## src/rtl/ro_puf_challenge_sequencer_if.sv

```systemverilog
// Host-side request/response bundle for the RO-PUF challenge sequencer.
// slave = sequencer side, master = host/register side.
interface ro_puf_challenge_sequencer_if #(
  parameter int NUM_BITS = 32
);
  logic                start;
  logic                abort;
  logic [7:0]          seed;
  logic                busy;
  logic [NUM_BITS-1:0] resp_word;
  logic                resp_valid;
  logic                resp_ready;

  modport slave  (input  start, abort, seed, resp_ready,
                  output busy, resp_word, resp_valid);
  modport master (output start, abort, seed, resp_ready,
                  input  busy, resp_word, resp_valid);
endinterface

```

## src/rtl/ro_puf_challenge_sequencer.sv

```systemverilog
// Sequences LFSR-chosen RO pairs through reset/measure/sample on the counter group
// and collects one NUM_BITS response word per start (first bit lands in the MSB).
module ro_puf_challenge_sequencer #(
  parameter int NUM_BITS    = 32,
  parameter int RST_CYCLES  = 4,
  parameter int MEAS_CYCLES = 200000
) (
  input  logic       clk,
  input  logic       reset,
  input  logic       cg_response,
  output logic       cg_reset,
  output logic [3:0] cha0,
  output logic [3:0] cha1,
  ro_puf_challenge_sequencer_if.slave host
);
  localparam int TMAX = (RST_CYCLES > MEAS_CYCLES) ? RST_CYCLES : MEAS_CYCLES;
  localparam int TW   = $clog2(TMAX + 1);
  localparam int BW   = (NUM_BITS > 2) ? $clog2(NUM_BITS) : 1;

  localparam logic [2:0] S_IDLE   = 3'd0;
  localparam logic [2:0] S_LOAD   = 3'd1;
  localparam logic [2:0] S_RST    = 3'd2;
  localparam logic [2:0] S_MEAS   = 3'd3;
  localparam logic [2:0] S_SAMPLE = 3'd4;
  localparam logic [2:0] S_DONE   = 3'd5;

  logic [2:0]          state;
  logic [7:0]          lfsr;
  logic [TW-1:0]       timer;
  logic [BW-1:0]       bit_cnt;
  logic [NUM_BITS-1:0] resp_word;
  logic [1:0]          sync_q;
  logic                resp_sync;
  logic [7:0]          seed_eff;
  logic [7:0]          lfsr_adv;

  function automatic logic [7:0] lfsr_step(input logic [7:0] l);
    return {l[6:0], l[7] ^ l[5] ^ l[4] ^ l[3]};
  endfunction

  // Returns {cha1, cha0}; an RO is never raced against itself.
  function automatic logic [7:0] challenge(input logic [7:0] l);
    logic [3:0] hi;
    hi = (l[7:4] == l[3:0]) ? (l[3:0] ^ 4'h1) : l[7:4];
    return {hi, l[3:0]};
  endfunction

  assign seed_eff  = (host.seed == 8'h00) ? 8'hA5 : host.seed;
  assign lfsr_adv  = lfsr_step(lfsr);
  assign resp_sync = sync_q[1];

  // cg_response comes from the free-running RO domain.
  always_ff @(posedge clk or posedge reset) begin
    if (reset) sync_q <= 2'b00;
    else       sync_q <= {sync_q[0], cg_response};
  end

  always_ff @(posedge clk or posedge reset) begin
    if (reset) begin
      state     <= S_IDLE;
      lfsr      <= 8'hA5;
      timer     <= '0;
      bit_cnt   <= '0;
      resp_word <= '0;
      cha0      <= 4'h0;
      cha1      <= 4'h0;
    end else begin
      case (state)
        S_IDLE: if (host.start && !host.abort) state <= S_LOAD;
        S_LOAD: begin
          if (host.abort) state <= S_IDLE;
          else begin
            lfsr         <= seed_eff;
            bit_cnt      <= '0;
            resp_word    <= '0;
            timer        <= '0;
            {cha1, cha0} <= challenge(seed_eff);
            state        <= S_RST;
          end
        end
        S_RST: begin
          if (host.abort) state <= S_IDLE;
          else if (timer == TW'(RST_CYCLES - 1)) begin
            timer <= '0;
            state <= S_MEAS;
          end else timer <= timer + TW'(1);
        end
        S_MEAS: begin
          if (host.abort) state <= S_IDLE;
          else if (timer == TW'(MEAS_CYCLES - 1)) begin
            timer <= '0;
            state <= S_SAMPLE;
          end else timer <= timer + TW'(1);
        end
        S_SAMPLE: begin
          if (host.abort) state <= S_IDLE;
          else begin
            resp_word <= {resp_word[NUM_BITS-2:0], resp_sync};
            if (bit_cnt == BW'(NUM_BITS - 1)) state <= S_DONE;
            else begin
              // Next pair is taken from the advanced LFSR as RST is entered.
              bit_cnt      <= bit_cnt + BW'(1);
              lfsr         <= lfsr_adv;
              {cha1, cha0} <= challenge(lfsr_adv);
              timer        <= '0;
              state        <= S_RST;
            end
          end
        end
        S_DONE:  if (host.resp_ready) state <= S_IDLE;
        default: state <= S_IDLE;
      endcase
    end
  end

  assign cg_reset        = (state != S_MEAS);
  assign host.busy       = (state != S_IDLE);
  assign host.resp_valid = (state == S_DONE);
  assign host.resp_word  = resp_word;
endmodule
```

## src/flat_wrapper.sv

```systemverilog
// flat-port wrapper written by rule: the top's interface ports become plain ports
module ro_puf_challenge_sequencer_flat 
#(
  parameter int NUM_BITS    = 32,
  parameter int RST_CYCLES  = 4,
  parameter int MEAS_CYCLES = 200000
)
  (clk, reset, cg_response, cg_reset, cha0, cha1, host_start, host_abort, host_seed, host_resp_ready, host_busy, host_resp_word, host_resp_valid);
  ro_puf_challenge_sequencer_if #(.NUM_BITS(NUM_BITS)) host_i ();
  input  logic clk;
  input  logic reset;
  input  logic cg_response;
  output logic cg_reset;
  output logic [3:0] cha0;
  output logic [3:0] cha1;
  input wire logic [$bits(host_i.start)-1:0] host_start;
  input wire logic [$bits(host_i.abort)-1:0] host_abort;
  input wire logic [$bits(host_i.seed)-1:0] host_seed;
  input wire logic [$bits(host_i.resp_ready)-1:0] host_resp_ready;
  output wire logic [$bits(host_i.busy)-1:0] host_busy;
  output wire logic [$bits(host_i.resp_word)-1:0] host_resp_word;
  output wire logic [$bits(host_i.resp_valid)-1:0] host_resp_valid;
  assign host_i.start = host_start;
  assign host_i.abort = host_abort;
  assign host_i.seed = host_seed;
  assign host_i.resp_ready = host_resp_ready;
  assign host_busy = host_i.busy;
  assign host_resp_word = host_i.resp_word;
  assign host_resp_valid = host_i.resp_valid;
  ro_puf_challenge_sequencer #(.NUM_BITS(NUM_BITS), .RST_CYCLES(RST_CYCLES), .MEAS_CYCLES(MEAS_CYCLES)) u_core (.clk(clk), .reset(reset), .cg_response(cg_response), .cg_reset(cg_reset), .cha0(cha0), .cha1(cha1), .host(host_i));
endmodule
```

## config.mk

```make
export PLATFORM = sky130hd
export DESIGN_NAME = ro_puf_challenge_sequencer_flat
export DESIGN_NICKNAME = d
export VERILOG_FILES = /design/src/rtl/ro_puf_challenge_sequencer_if.sv /design/src/rtl/ro_puf_challenge_sequencer.sv /design/src/flat_wrapper.sv
export SDC_FILE = /design/constraint.sdc
export NUM_CORES = 1
export LEC_CHECK = 0
export CAP_MARGIN = 30
export CORE_MARGIN = 5
export CORE_UTILIZATION = 54
export CTS_BUF_LIST = sky130_fd_sc_hd__clkbuf_16
export DETAILED_ROUTE_END_ITERATION = 6
export PLACE_DENSITY = 0.8
export SLEW_MARGIN = 20
export SYNTH_ARGS = -nofsm -noshare
export SYNTH_HDL_FRONTEND = slang
export SYNTH_SLANG_ARGS = --single-unit
export TNS_END_PERCENT = 100
```

## constraint.sdc

```tcl
create_clock -name clk -period 3.15 [get_ports clk]
set_clock_uncertainty 0.05 [all_clocks]
set_input_delay 0.315 -clock clk [delete_from_list [all_inputs] [get_ports clk]]
set_output_delay 0.315 -clock clk [all_outputs]
set_load 0.02 [all_outputs]
```

## Yosys cells after proc, flatten, opt, wreduce, memory -nomap -nowiden

Cells that the tools add are included.

| word-level totals | value |
|---|---|
| register bits | 76 |
| latch bits | 0 |
| bits in writable memories | 0 |
| memory bits (read-only) | 0 |
| memories kept | 0 |

| operators by class | value |
|---|---|
| $add $sub $neg | 2 |
| $mul | 0 |
| div/mod/pow operators | 0 |
| magnitude comparators | 0 |
| eq/ne operators | 20 |
| shift operators | 0 |
| muxes and demuxes | 40 |
| bitwise operators | 5 |
| reductions and logical operators | 11 |

Operators with widths:

| cell | count |
|---|---|
| $mux W18 | 7 |
| $pmux W18 S4 | 1 |
| $mux W32 | 2 |
| $pmux W32 S2 | 1 |
| $mux W4 | 8 |
| $mux W8 | 4 |
| $mux W3 | 8 |
| $add A18 B1 Y18 const B | 1 |
| $eq A18 B18 Y1 const B | 1 |
| $eq A18 B2 Y1 const B | 1 |
| $pmux W3 S6 | 1 |
| $pmux W4 S2 | 2 |
| $pmux W8 S2 | 1 |
| $mux W5 | 3 |
| $ne A2 B2 Y1 const B | 6 |
| $pmux W5 S2 | 1 |
| $ne A3 B2 Y1 const B | 3 |
| $eq A4 B4 Y1 | 2 |
| $logic_not A8 Y1 | 1 |
| $reduce_and A4 Y1 | 2 |
| $eq A3 B2 Y1 const B | 2 |
| $eq A3 B3 Y1 const B | 2 |
| $reduce_and A6 Y1 | 1 |
| $add A5 B1 Y5 const B | 1 |
| 13 further kinds | 16 |

## Longest topological paths before layout

Gate-level depths: netlist (run 1).

| logic depth | value |
|---|---|
| depth in word-level cells | 8 |
| mapped depth | 9 |
| gate-level depth less buffers | 8 |

## Least setup slack after synthesis (run 1)

Ideal clock, no wire load.

| timing path | value |
|---|---|
| kind | register to register |
| start point | reg u_core.bit_cnt[0] |
| end point | reg u_core.timer[17] |
| library setup time | 86 ps |
| arrival time | 2102 ps |
| required time | 3014 ps |
| path slack | 911 ps |
| stages on the path, launching flop included | 9 |
| path buffers | 1 |
| clock period less this slack | 2239 ps |
| cells stage by stage | dfrtp_1 ha_1 and3_1 ha_1 nand2b_1 a211oi_2 clkbuf_1 a41oi_1 nor3_1 |

| on the way | value |
|---|---|
| cells in the longest elaborated chain, start to end | 3 |

RTL lines:

| item | RTL line | source |
|---|---|---|
| start, declared | ro_puf_challenge_sequencer.sv:30 | `logic [BW-1:0] bit_cnt;` |
| start signal, assigned | ro_puf_challenge_sequencer.sv:102 | `bit_cnt <= bit_cnt + BW'(1);` |
| $eq A5 B5 Y1 | ro_puf_challenge_sequencer.sv:99 | `if (bit_cnt == BW'(NUM_BITS - 1)) state <= S_DONE;` |
| $ne A2 B2 Y1 (no source line) | - |  |
| $reduce_and A6 Y1 (no source line) | - |  |
| end signal, assigned | ro_puf_challenge_sequencer.sv:86 | `end else timer <= timer + TW'(1);` |
| end signal, assigned | ro_puf_challenge_sequencer.sv:93 | `end else timer <= timer + TW'(1);` |
| end, declared | ro_puf_challenge_sequencer.sv:29 | `logic [TW-1:0] timer;` |

No other way between the ends.
A chain may end at the register's enable or synchronous reset.

## Worst setup path in the final report (run 1)

| timing path | value |
|---|---|
| start point | reg u_core.bit_cnt[0] |
| end point | reg u_core.timer[5] |

The elaborated chain is that of the path after synthesis.

==> results of run 1 <==
## logic make-up after synthesis
family | count (synthesis) | synth area share, %
xor+xnor | 11 | 2.62
fa+ha+maj | 3 | 1.02
mux | 3 | 0.851
buf+inv | 30 | 3.30
simple gates | 192 | 24.4
compound gates | 99 | 17.4
flops | 74 | 50.5
## how the worst min path moves through the flow
stage / start / end / slack [ns] / depth (start not counted)
3_5_place_dp: u_core.sync_q[0]$_DFF_PP0_ / u_core.sync_q[1]$_DFF_PP0_ / 0.30 / 0
5_1_grt: u_core.sync_q[0]$_DFF_PP0_ / u_core.sync_q[1]$_DFF_PP0_ / 0.32 / 0
6_report: u_core.sync_q[0]$_DFF_PP0_ / u_core.sync_q[1]$_DFF_PP0_ / 0.31 / 0
3_3_place_gp: u_core.sync_q[0]$_DFF_PP0_ / u_core.sync_q[1]$_DFF_PP0_ / 0.29 / 0
2_1_floorplan: u_core.sync_q[0]$_DFF_PP0_ / u_core.sync_q[1]$_DFF_PP0_ / 0.28 / 0
4_1_cts: u_core.sync_q[0]$_DFF_PP0_ / u_core.sync_q[1]$_DFF_PP0_ / 0.32 / 0
## power by group
part           leakage [nW]  switching, mW  internal (mW)
clock                 0.139          0.408          0.611
combinational         0.861          0.437          0.373
sequential            0.987          0.198           1.12
total                  1.99           1.04           2.10
## layer usage
layer	wire, µm	vias up	global-route usage [%]	share of wire [%]
met5	0	-	0	0
met4	144	0	9.78	1.7
met3	383	13	3.57	4.5
met2	4190	83	34.3	49
met1	3760	1544	27.7	44
li1	-	1555	-	-
## state kept, by name, indices dropped and copies added, names as in the netlist
signal,count
u_core.lfsr,8
u_core.cha1,4
u_core.sync_q,2
u_core.timer,18
u_core.bit_cnt,5
u_core.state,3
u_core.cha0,2
u_core.host.resp_word,32
## layout make-up
class,instances,area [µm²],area share [%]
repair buffers,65,646,14.0
flip-flops and latches,74,1860,40.1
clock buffers,9,225,4.87
well taps,80,100,2.16
clock inverters,7,70.1,1.51
multi-input cells,308,1710,36.9
inverters,6,22.5,0.487
## through the flow
step	std cells	setup WS, ns	area (µm²)	hold slack [ns]
after CTS	548	0.589	4620	0.317
after global routing	549	0.426	4630	0.323
final	549	0.574	4630	0.310
after floorplan	412	0.910	3680	0.281
after detailed placement	532	0.615	4330	0.304
after global placement	531	0.690	4310	0.287
## worst reg2reg max path, stage by stage, from the launching register on
cell and delay (ns):
dfrtp_1 0.41, ha_1 0.22, and3_1 0.19, ha_1 0.24, nand2b_1 0.21, a211o_1 0.55
nor3_2 0.47, nor3_1 0.11
## cell usage after synthesis (7+ instances only)
cell type,number
a21o_1,9
a21oi_1,7
and2_1,7
and3_1,7
clkbuf_1,21
dfrtp_1,70
nand2_1,91
nand3_1,15
nor2_1,30
nor3_1,9
o21ai_0,48
==> impl_metrics.ini, run 1 <==
[clocking]
clk_path_buf_depth = 2
cts_sinks = 74
root_buffer = clkbuf_16
clkTransAtPathRegs_ns = 0.06
cts_buffers = 9
cts_hold_buffers = 0
cts_max_level = 3
clkLatencyLatePin_ns = 0.33
cts_tree = built
cts_setup_buffers = 0
cts_resized = 0

[placed_design]
port_buffers = 56
gp_congestion = 0.851
dp_hpwl_um = 5790

[pwr]
p_per_area_mw_per_mm2 = 680
irDropWorstVdd_uv = 349
p_leak_nw = 1.99
p_total_mw = 3.14

[grt]
track_usage_pct = 21.1
antenna_found_initial = 0
grt_pass1_wl_um = 14600
first_global_vias = 3032
grt_max_degree = 65
grt_overflow = 0

[layout]
syn_to_final_growth_pct = 25.8
layout-drive-gt1-share_pct = 8.10
fin_nets = 481
final_util_pct = 68.9
antenna_cells = 0
mostFrequentLayoutCell = nand2_1
layout_common_cells = nand2_1, dfrtp_1, clkdlybuf4s50_1, o21ai_0, nor2_1
fillers = 513

[setup_path]
worstPathMaxFanout = 18
worst_path_max_delay_cell = a211o_1
crit_path_start_kind = flip-flop
cp_slowest_stage_delay_ns = 0.55
worstSetupPathType = flip-flop to flip-flop
path_cells = ha_1, and3_1, ha_1, nand2b_1, a211o_1, nor3_2, nor3_1
worst-path-stages = 7
r2r-end = u_core.timer[5]$_DFFE_PP0P_
r2r_slack_ns = 0.57
endpoint = u_core.timer[5]$_DFFE_PP0P_
path_buf_inv = 0
ff2ff_path_depth = 7
cp.arrival_ns = 2.73
end_kind = flip-flop
cpLargestDelayFamily = simple AND/OR/NAND/NOR gates
crit_top_cell = ha_1
crit_start = u_core.bit_cnt[0]$_DFFE_PP0P_
worstPathRequired_ns = 3.30
r2r_start = u_core.bit_cnt[0]$_DFFE_PP0P_

[floorplanning]
start_util_pct = 54.7
rows = 30
boundaryPins = 57
fp.dieArea_mm2 = 0.00856
core_mm2 = 0.00672
die_x_um = 92.5
fp.dieH_um = 92.5

[synth]
synth_nets = 429
yosysSeqAreaShare_pct = 50.5
async_reset_ff_share_pct = 100
syn_inst = 412
synthTopCellsByArea = dfrtp_1, nand2_1, o21ai_0, nor2_1, dfstp_2
synth_ff_type = dfrtp_1
synth.avg_cell_area_um2 = 8.93
synth.top_cell.area_share_pct = 47.6
ys_types = 51
yosysWarnings = 0
synth_top_area_cell = dfrtp_1
ys_seq_elements = 74
syn-cell-area_mm2 = 0.00368
synth_edf_count = 0

[timing]
maxSlewHeadroom_pct = 43.2
max_clock_freq_mhz = 388
rsz0062_at_grt = false
min_period_ns = 2.58
fin_tns_setup_ns = 0
hold_viol_final = 0
worst_pin_slew_ns = 0.844
finalCritPeriodShare_pct = 81.8
slew_violations = 0
setup_viol = 0

[route]
antenna_left = 0
drcViolationCount = 0
dr.first_iter.drc_count = 162
via_per_inst = 5.82
wl_per_cell_um = 15.4
num_vias = 3195
routed_wirelength_um = 8470
first_pass_iters = 5

[status]
status = completed

[worst_hold_path]
hp-class = flip-flop to flip-flop

[flow_run]
max_cap_viol_count = 0
No activity file was read; power rests on OpenSTA's default activity.
==> run 2: changes to the inputs <==
CORE_UTILIZATION = 49   (was 54)
PLACE_DENSITY = 0.77   (was 0.8)
clock period = 2.1 ns   (was 3.15 ns; I/O delays follow)
==> impl_metrics.ini, run 2 (synthesis gave the netlist of run 1 again) <==
[grt]
antenna_found_initial = 0
track_usage_pct = 19.6
first_global_vias = 3273
grt_pass1_wl_um = 15500
grt_overflow = 0
grt_max_degree = 65

[timing]
max_clock_freq_mhz = 468
hold_viol_final = 0
finalCritPeriodShare_pct = 102
rsz0062_at_grt = true
maxSlewHeadroom_pct = 63.6
slew_violations = 0
worst_pin_slew_ns = 0.541
setup_viol = 6
setup_ws_ns = -0.0363
min_period_ns = 2.14

[clocking]
clk_path_buf_depth = 2
cts_max_level = 3
clkTransAtPathRegs_ns = 0.06
clkLatencyLatePin_ns = 0.33
cts_hold_buffers = 0
cts_sinks = 74
root_buffer = clkbuf_16
cts_tree = built
cts_buffers = 9

[floorplanning]
die_x_um = 96.6
core_mm2 = 0.00729
fp.dieArea_mm2 = 0.00934
fp.dieH_um = 96.6
boundaryPins = 57
start_util_pct = 50.4
rows = 31

[flow_run]
max_cap_viol_count = 0

[setup_path]
cp.arrival_ns = 2.30
worstPathMaxFanout = 6
r2r_start = u_core.timer[13]$_DFFE_PP0P_
crit_start = u_core.timer[13]$_DFFE_PP0P_
ff2ff_path_depth = 7
crit_path_start_kind = flip-flop
worstSetupPathType = flip-flop to flip-flop
r2r-end = u_core.timer[17]$_DFFE_PP0P_
endpoint = u_core.timer[17]$_DFFE_PP0P_
end_kind = flip-flop
worstPathRequired_ns = 2.26
r2r_slack_ns = -0.04

[layout]
reg_top3 = u_core.host.resp_word x32, u_core.timer x18, u_core.lfsr x8
antenna_cells = 0
largest_register_ffs = 32
fin_area_mm2 = 0.00511
syn_to_final_growth_pct = 39.1
final_util_pct = 70.1
mostFrequentLayoutCell = nand2_1
layout_common_cells = nand2_1, dfrtp_1, clkdlybuf4s50_1, o21ai_0, buf_4
layout-drive-gt1-share_pct = 17.6
max_flop_register = u_core.host.resp_word
fin_nets = 513
finalNonFillerCells = 600

[placed_design]
port_buffers = 56
postPlaceCellArea_mm2 = 0.00461
dp_hpwl_um = 6240
dp_cells = 576
gp_congestion = 0.858

[route]
via_per_inst = 5.56
first_pass_iters = 4
antenna_left = 0
wl_per_cell_um = 15.5
routed_wirelength_um = 9270
num_vias = 3333
drcViolationCount = 0
dr.first_iter.drc_count = 150

[pwr]
irDropWorstVdd_uv = 611
p_leak_nw = 2.21
p_per_area_mw_per_mm2 = 1020

[status]
status = finished with violations
failed_checks = setup timing

[worst_hold_path]
hp-class = input pin to async pin
==> run 2: cell types whose count changed in the layout (fill, tap and decap cells not counted), moves of 2 or more <==
| cell | before | now |
|---|---|---|
| o21ai_1 | 0 | 5 |
| clkdlybuf4s50_1 | 56 | 53 |
| nor3_1 | 9 | 5 |
| o21ai_0 | 48 | 43 |
| nor3_2 | 1 | 4 |
| o2111ai_1 | 3 | 1 |
| ha_1 | 3 | 1 |
| buf_6 | 0 | 4 |
| buf_4 | 6 | 31 |
| buf_12 | 1 | 5 |
| dlymetal6s2s_1 | 0 | 2 |
| o2111ai_2 | 0 | 2 |
==> run 2: repair_timing <==
| action | 4_1_cts | 5_1_grt |
|---|---|---|
| resized for setup | 12 | 21 |
| cloned | 0 | 1 |
| pin swaps | 2 | 10 |
| buffers inserted | 3 | 4 |
| setup endpoints to repair | 17 | 20 |
==> run 2: worst max-delay path: stages, from the launching register on <==
cell and delay, ns:
dfrtp_1 0.37, or4_4 0.54, nor4_4 0.31, a311oi_4 0.18
buf_6 0.20, nor3_4 0.16, buf_6 0.15, nor3_2 0.05
==> run 2: per-stage QoR <==
step                      TNS [ns]  hold WS [ns]  power [mW]  setup WS (ns)
final                       -0.178         0.219        5.23        -0.0363
after global routing         -1.45         0.252        5.49         -0.115
after CTS                  -0.0161         0.233        5.10        -0.0109
after detailed placement     -1.42         0.286        3.41         -0.192
after global placement      -0.688         0.284        3.36         -0.106
after floorplan                  0         0.191        2.81        0.00698
==> run 2: worst min-delay path by stage <==
stage	from	to	slack, ns	depth (start not counted)
4_1_cts	reset	u_core.host.resp_word[30]$_DFFE_PP0P_	0.23	2
2_1_floorplan	cg_response	u_core.sync_q[0]$_DFF_PP0_	0.19	0
3_5_place_dp	u_core.sync_q[0]$_DFF_PP0_	u_core.sync_q[1]$_DFF_PP0_	0.29	0
6_report	reset	u_core.host.resp_word[31]$_DFFE_PP0P_	0.22	2
5_1_grt	reset	u_core.host.resp_word[30]$_DFFE_PP0P_	0.25	2
3_3_place_gp	u_core.sync_q[0]$_DFF_PP0_	u_core.sync_q[1]$_DFF_PP0_	0.28	0
==> run 2: layer usage <==
layer  global-route usage, %  wire length, µm  part of all wire [%]  vias to the layer above
li1                        -                -                     -                     1610
met1                    24.3             3960                    43                     1625
met2                    34.1             4730                    51                       82
met3                    3.96              440                   4.7                       16
met4                    6.48              143                   1.5                        0
met5                       0                0                     0                        -
==> run 2: final cells by class <==
| type | count | area (µm²) |
|---|---|---|
| clock buffer | 9 | 225 |
| clock inverter | 7 | 92.6 |
| fill | 557 | 2180 |
| inverter | 6 | 26.3 |
| multi-input combinational | 308 | 1840 |
| sequential | 74 | 1860 |
| tap | 99 | 124 |
| timing repair buffer | 97 | 947 |
==> run 2: report_power, final <==
| part | leakage, nW | internal, mW | total [mW] | switching [mW] |
|---|---|---|---|---|
| logic | 1.07 | 0.812 | 1.64 | 0.830 |
| clock network | 0.153 | 1.04 | 1.64 | 0.601 |
| registers | 0.986 | 1.68 | 1.95 | 0.269 |
